===== src/rtl/welcome_screen_ctrl.sv =====
// welcome_screen_ctrl: frame-synchronous welcome screen sequencer
//   Moves the title through scroll-in, blink and scroll-out phases, then
//   hands the display to the game with a one-cycle start pulse.
// Ports:
//   i_clk              system clock
//   i_reset            synchronous active-high reset
//   i_start_of_frame   one-cycle pulse per video frame
//   i_start_key        debounced start key level
//   i_game_over        one-cycle pulse requesting return to the welcome screen
//   o_title_top_left_x title X (constant TITLE_X)
//   o_title_top_left_y title Y, signed two's complement
//   o_title_enable     title drawer may draw
//   o_prompt_enable    prompt drawer may draw
//   o_welcome_active   welcome screen owns the display
//   o_game_start       one-cycle pulse when the game begins
//   o_state            current state code
module welcome_screen_ctrl #(
    parameter int TITLE_X      = 170,
    parameter int TITLE_H      = 100,
    parameter int TARGET_Y     = 150,
    parameter int SCROLL_STEP  = 4,
    parameter int BLINK_FRAMES = 30
) (
    input  logic               i_clk,
    input  logic               i_reset,
    input  logic               i_start_of_frame,
    input  logic               i_start_key,
    input  logic               i_game_over,
    output logic [10:0]        o_title_top_left_x,
    output logic signed [10:0] o_title_top_left_y,
    output logic               o_title_enable,
    output logic               o_prompt_enable,
    output logic               o_welcome_active,
    output logic               o_game_start,
    output logic [2:0]         o_state
);
    localparam int CW = BLINK_FRAMES > 1 ? $clog2(BLINK_FRAMES) : 1;
    localparam logic signed [10:0] Y_MIN  = -11'(TITLE_H);
    localparam logic signed [10:0] Y_TGT  = 11'(TARGET_Y);
    localparam logic signed [10:0] Y_STEP = 11'(SCROLL_STEP);

    typedef enum logic [2:0] {
        S_IDLE       = 3'd0,
        S_SCROLL_IN  = 3'd1,
        S_BLINK      = 3'd2,
        S_SCROLL_OUT = 3'd3,
        S_DONE       = 3'd4
    } state_t;

    state_t              r_state;
    logic signed [10:0]  r_y;
    logic [CW-1:0]       r_blink_cnt;
    logic                r_key_prev;
    logic                r_key_pending;
    logic                r_title_en;
    logic                r_prompt_en;
    logic                r_welcome;
    logic                r_game_start;
    logic                w_edge;
    logic                w_key;
    logic                w_wrap;
    logic signed [10:0]  w_up;
    logic signed [10:0]  w_dn;

    // A key edge arriving in the frame cycle itself still counts for that frame
    assign w_edge = i_start_key & ~r_key_prev;
    assign w_key  = w_edge | r_key_pending;
    assign w_wrap = r_blink_cnt == CW'(BLINK_FRAMES - 1);
    assign w_up   = r_y + Y_STEP;
    assign w_dn   = r_y - Y_STEP;

    assign o_title_top_left_x = 11'(TITLE_X);
    assign o_title_top_left_y = r_y;
    assign o_title_enable     = r_title_en;
    assign o_prompt_enable    = r_prompt_en;
    assign o_welcome_active   = r_welcome;
    assign o_game_start       = r_game_start;
    assign o_state            = r_state;

    always_ff @(posedge i_clk) begin
        if (i_reset) begin
            r_state       <= S_IDLE;
            r_y           <= Y_MIN;
            r_blink_cnt   <= '0;
            r_key_prev    <= 1'b0;
            r_key_pending <= 1'b0;
            r_title_en    <= 1'b0;
            r_prompt_en   <= 1'b0;
            r_welcome     <= 1'b1;
            r_game_start  <= 1'b0;
        end else begin
            r_key_prev    <= i_start_key;
            r_game_start  <= 1'b0;
            // Pending presses only matter while a key can still skip or exit
            r_key_pending <= (r_state == S_SCROLL_OUT || r_state == S_DONE) ? 1'b0 : (r_key_pending | w_edge);
            if (r_state == S_DONE) begin
                if (i_game_over) begin
                    r_state       <= S_IDLE;
                    r_welcome     <= 1'b1;
                    r_key_pending <= 1'b0;
                end
            end else if (i_start_of_frame) begin
                case (r_state)
                    S_IDLE: begin
                        r_state       <= S_SCROLL_IN;
                        r_title_en    <= 1'b1;
                        r_key_pending <= 1'b0;
                    end
                    S_SCROLL_IN: begin
                        if (w_key || w_up >= Y_TGT) begin
                            r_y           <= Y_TGT;
                            r_state       <= S_BLINK;
                            r_prompt_en   <= 1'b1;
                            r_blink_cnt   <= '0;
                            r_key_pending <= 1'b0;
                        end else begin
                            r_y <= w_up;
                        end
                    end
                    S_BLINK: begin
                        if (w_key) begin
                            r_state       <= S_SCROLL_OUT;
                            r_prompt_en   <= 1'b0;
                            r_key_pending <= 1'b0;
                        end else begin
                            r_blink_cnt <= w_wrap ? '0 : r_blink_cnt + 1'b1;
                            r_prompt_en <= w_wrap ? ~r_prompt_en : r_prompt_en;
                        end
                    end
                    S_SCROLL_OUT: begin
                        if (w_dn <= Y_MIN) begin
                            r_y          <= Y_MIN;
                            r_state      <= S_DONE;
                            r_title_en   <= 1'b0;
                            r_welcome    <= 1'b0;
                            r_game_start <= 1'b1;
                        end else begin
                            r_y <= w_dn;
                        end
                    end
                    default: begin
                        r_state       <= S_IDLE;
                        r_y           <= Y_MIN;
                        r_title_en    <= 1'b0;
                        r_prompt_en   <= 1'b0;
                        r_welcome     <= 1'b1;
                        r_key_pending <= 1'b0;
                    end
                endcase
            end
        end
    end
endmodule


===== config.mk =====
export PLATFORM = sky130hd
export DESIGN_NAME = welcome_screen_ctrl
export DESIGN_NICKNAME = d
export VERILOG_FILES = /design/src/rtl/welcome_screen_ctrl.sv
export SDC_FILE = /design/constraint.sdc
export NUM_CORES = 1
export LEC_CHECK = 0
export ABC_CLOCK_PERIOD_IN_PS = 6880
export BUFFER_PORTS_ARGS = -buffer_cell sky130_fd_sc_hd__buf_2
export CAP_MARGIN = 20
export CORE_ASPECT_RATIO = 0.9
export CORE_UTILIZATION = 34
export DETAILED_ROUTE_END_ITERATION = 12
export GPL_ROUTABILITY_DRIVEN = 0
export PLACE_DENSITY_LB_ADDON = 0.15
export SYNTH_ARGS = -nofsm -noshare
export SYNTH_HDL_FRONTEND = slang
export SYNTH_SLANG_ARGS = --single-unit

===== constraint.sdc =====
create_clock -name i_clk -period 6.88 [get_ports i_clk]
set_input_delay 1.032 -clock i_clk [delete_from_list [all_inputs] [get_ports i_clk]]
set_output_delay 1.032 -clock i_clk [all_outputs]
set_load 0.05 [all_outputs]

==> Flow_metrics.wiki <==
{| class="wikitable"
! Metric !! Value
|-
| Die Outline Area || 0.005806 mm^2
|-
| Launch instance of the worst min-delay path || o_welcome_active$_SDFFE_PP1P_
|-
| Power per cell area || 167.6 mW/mm^2
|-
| Diodes inserted || 0
|-
| Number of instances in the synthesized netlist || about 260
|-
| RSZ-0062 raised after global routing || false
|-
| Final-report hold violation count || 0
|-
| Accumulated negative setup slack || 0 ps
|-
| Master cell of the clock root buffer || sky130_fd_sc_hd__clkbuf_8
|-
| Launch point of the worst reg-to-reg path || o_title_top_left_y[2]$_SDFFE_PP1P_
|-
| Post-synth design cell area || 0.001872 mm^2
|-
| CP Class || flop to flop
|-
| Count of unique library cells instantiated by Yosys || 50
|-
| CP max stage cell || sky130_fd_sc_hd__or4_4
|-
| Worst ir drop on vdd || a little over 0.07 mV
|-
| Area of the multi-input gates || 0.001232 mm^2
|-
| Detailed-router iteration count before antenna repair || 4
|-
| Total wire length || 5019 um
|-
| Final net count || between 200 and 300
|-
| Ratio of cells with drive above 1 in the final layout || 0.1172
|-
| Count of instances resized after the clock tree is built || 0
|-
| Count of max-cap constraint violations || 0
|-
| Max-Slew Margin vs Limit || 0.5484
|-
| Worst skew pair latency || around 270 ps
|-
| Sequential cell area || 480.5 um^2
|-
| Sequential cell area fraction in the yosys report || 0.2567
|-
| Pin count of the biggest net entering global routing || 19
|-
| Status || finished, final reports clean
|-
| Final core utilization || 0.3815
|-
| Final worst path period need || 3213 ps
|-
| Measured slew at the worst slew-check pin || roughly 680 ps
|-
| Worst Path Required || 7090 ps
|-
| Number of hold buffers added after CTS || 0
|-
| Clock tree from TritonCTS || yes
|-
| Number of storage elements in the synthesis netlist || 24
|-
| Power after layout || 0.0003381 W
|-
| Buffer count from post-CTS setup fixing || 0
|-
| Critical Path Start || o_title_top_left_y[2]$_SDFFE_PP1P_
|-
| Clock tree skew after final layout || 2.033 ps
|-
| Cell class contributing the biggest share of worst-path delay || simple AND/OR/NAND/NOR gates
|-
| Starting Density || 0.3541
|-
| Placement Cell Area || around 0.0020 mm^2
|-
| Delay contributed by the slowest stage of the critical path || roughly 520 ps
|-
| Number of inserted filler cells in the final layout || 566
|-
| Clock power share || 0.291
|-
| Average wire per cell in the routed design || 14.76 um
|-
| Net switching fraction of the power || 0.3574
|-
| Share of synthesized flip-flops with an asynchronous set or reset || 0
|-
| Primary FF master, synth || sky130_fd_sc_hd__dfxtp_1
|-
| Share of power burned in combinational logic || 0.254
|-
| CP Launch Type || flop
|-
| Via density per instance || around 5.4
|-
| Number of global-route vias before repair || 1589
|-
| Setup crit end kind || flop
|-
| Clock tree buffer depth || 2
|-
| # DRC || 0
|-
| Site row count || 25
|-
| Number of failing setup endpoints in the final timing report || 0
|-
| Die X || around 80 um
|-
| Core Box Area || 0.005286 mm^2
|-
| Internal power summed over all cells || approximately 0.00022 W
|-
| Overflow after GRT || 0
|-
| Max-slew violation total from the final report || 0
|-
| Data arrival, critical path || 3420 ps
|-
| Total global routing track utilization || 0.1841
|-
| Period utilization || 0.4670
|-
| Part of the power in registers || 0.455
|-
| I/O pins || 34
|-
| CP bufs+invs || 2
|-
| First-pass GRT wire length || 8349 um
|-
| Syn_area_per_cell || 7.117 um^2
|-
| CTS sink cnt || 24
|-
| Number of violations reported at the end of detailed-routing iteration 0 || 160
|-
| Total via count in the routed design || about 1900
|-
| Number of levels in the clock H-tree || 1
|-
| Max Clk Rate || 0.3112 GHz
|-
| Port buffer count || 21
|-
| Remaining number of nets flagged by the antenna check after routing || 0
|-
| Switching component of the power || between 0.0001 and 0.00015 W
|-
| Leakage power total || 0.8300 nW
|-
| Total clock buffers created by CTS || 3
|-
| Hold Crit Class || flop to flop
|-
| Vertical die dimension || about 72 um
|-
| Growth of design area from synthesis to finish || 7.754%
|-
| Ordered cell list for the critical path || inv_1 -> ha_1 -> or3b_1 -> or4_4 -> a221oi_2 -> a311oi_1 -> buf_4 -> nor2_1 -> or4b_1 -> a21oi_1
|-
| Number of flops mapped to enable cells by yosys || 0
|-
| Post-route cell area || 0.002017 mm^2
|-
| Half-perimeter wire length after detailed placement || 3593 um
|-
| Yosys warning total || 0
|-
| Clock transition at the registers of the reported paths || 90 ps
|-
| Antenna violations before repair || 0
|-
| CP max FO || 13
|}
[registers in the layout, indices dropped and copies added, names as in the netlist]
signal / count
r_blink_cnt: 5
o_title_enable: 1
o_welcome_active: 1
o_game_start: 1
o_title_top_left_y: 10
o_state: 3
r_key_prev: 1
o_prompt_enable: 1
r_key_pending: 1
[worst reg2reg max path, cell delays in order (launching register included)]
cell and delay, ps:
sky130_fd_sc_hd__dfxtp_1 430, sky130_fd_sc_hd__inv_1 130, sky130_fd_sc_hd__ha_1 290, sky130_fd_sc_hd__or3b_1 490, sky130_fd_sc_hd__or4_4 520, sky130_fd_sc_hd__a221oi_2 320, sky130_fd_sc_hd__a311oi_1 90, sky130_fd_sc_hd__buf_4 210
sky130_fd_sc_hd__nor2_1 100, sky130_fd_sc_hd__or4b_1 430, sky130_fd_sc_hd__a21oi_1 140
[stage by stage]
stage               hold WS (ps)  instances  setup slack [ps]
detailed placement         449.3        335              3210
CTS                        471.3        339              3360
finish                     467.3        340              3667
floorplan                  439.3        273              3623
global placement           462.5        335              3291
global route               483.2        340              3427
[area by class of cell]
| type | instances | share of cell area |
|---|---|---|
| multi-input cells | 210 | 0.6110 |
| flip-flops and latches | 24 | 0.2382 |
| repair buffers | 23 | 0.05955 |
| well taps | 67 | 0.04156 |
| clock buffers | 4 | 0.02730 |
| inverters | 12 | 0.02233 |
[worst paths after layout]
| path | endpoint | slack (ps) | depth (start not counted) |
|---|---|---|---|
| worst max-delay path | o_state[1]$_SDFFE_PP0P_ | 3670 | 10 |
| worst min register to register | o_welcome_active$_SDFFE_PP1P_ | 470 | 2 |
| worst min-delay path | o_welcome_active$_SDFFE_PP1P_ | 470 | 2 |
| worst max register to register | o_state[1]$_SDFFE_PP0P_ | 3670 | 10 |
[Yosys cell counts, drive strengths merged (3+ instances only)]
cell type | count | area share
nor3 | 6 | 0.016
nor2b | 5 | 0.017
buf | 16 | 0.059
o211ai | 3 | 0.012
nand3b | 3 | 0.012
nand3 | 10 | 0.027
dfxtp | 24 | 0.26
clkbuf | 11 | 0.022
and2 | 5 | 0.017
or3b | 3 | 0.014
nor2 | 24 | 0.048
o31ai | 6 | 0.024
nand2 | 23 | 0.046
and3 | 5 | 0.017
nor4 | 3 | 0.010
nand4 | 3 | 0.010
a21oi | 26 | 0.070
ha | 5 | 0.033
inv | 12 | 0.024
xnor2 | 4 | 0.019
nand2b | 7 | 0.023
o21a | 5 | 0.020
a31oi | 5 | 0.017
o21ai | 17 | 0.045
[cell usage in the layout, fill, tap and decap left out, types with 6 or more instances in the layout]
master and n:
sky130_fd_sc_hd__a21oi_1 26, sky130_fd_sc_hd__nor2_1 24, sky130_fd_sc_hd__dfxtp_1 24, sky130_fd_sc_hd__nand2_1 23, sky130_fd_sc_hd__buf_2 21, sky130_fd_sc_hd__o21ai_0 16
sky130_fd_sc_hd__inv_1 12, sky130_fd_sc_hd__conb_1 12, sky130_fd_sc_hd__nand3_1 10, sky130_fd_sc_hd__nand2b_1 7, sky130_fd_sc_hd__o31ai_1 6, sky130_fd_sc_hd__nor3_1 6
[cells by family (layout without fill, tap and decap cells)]
logic type,after synthesis,count (layout),synth area share
AO/OA/AOI/OAI,83,83,0.2861
XOR/XNOR,6,6,0.02807
adder cells (fa/ha/maj),5,5,0.03342
buffers and inverters,39,39,0.1049
flip-flops,24,24,0.2567
multiplexers,1,1,0.005348
other,2,12,0.004012
AND/OR/NAND/NOR,103,103,0.2814
[per-layer routing]
layer	share of wire	routed length (um)	track usage	vias up
li1	-	-	-	948
met3	0.041	205	0.03019	5
met5	0	0	0	-
met4	0.0068	34	0.03770	0
met2	0.41	2053	0.2498	39
met1	0.54	2726	0.2957	859
[power by group through the flow]
stage          combinational, W  clock (W)  sequential [W]
2_1_floorplan         0.0000631          0        0.000166
3_3_place_gp          0.0000849          0        0.000157
3_5_place_dp          0.0000843          0        0.000157
4_1_cts               0.0000848   0.000104        0.000154
5_1_grt               0.0000933   0.000106        0.000156
6_report              0.0000858  0.0000984        0.000154
No activity file was read; power rests on OpenSTA's default activity.
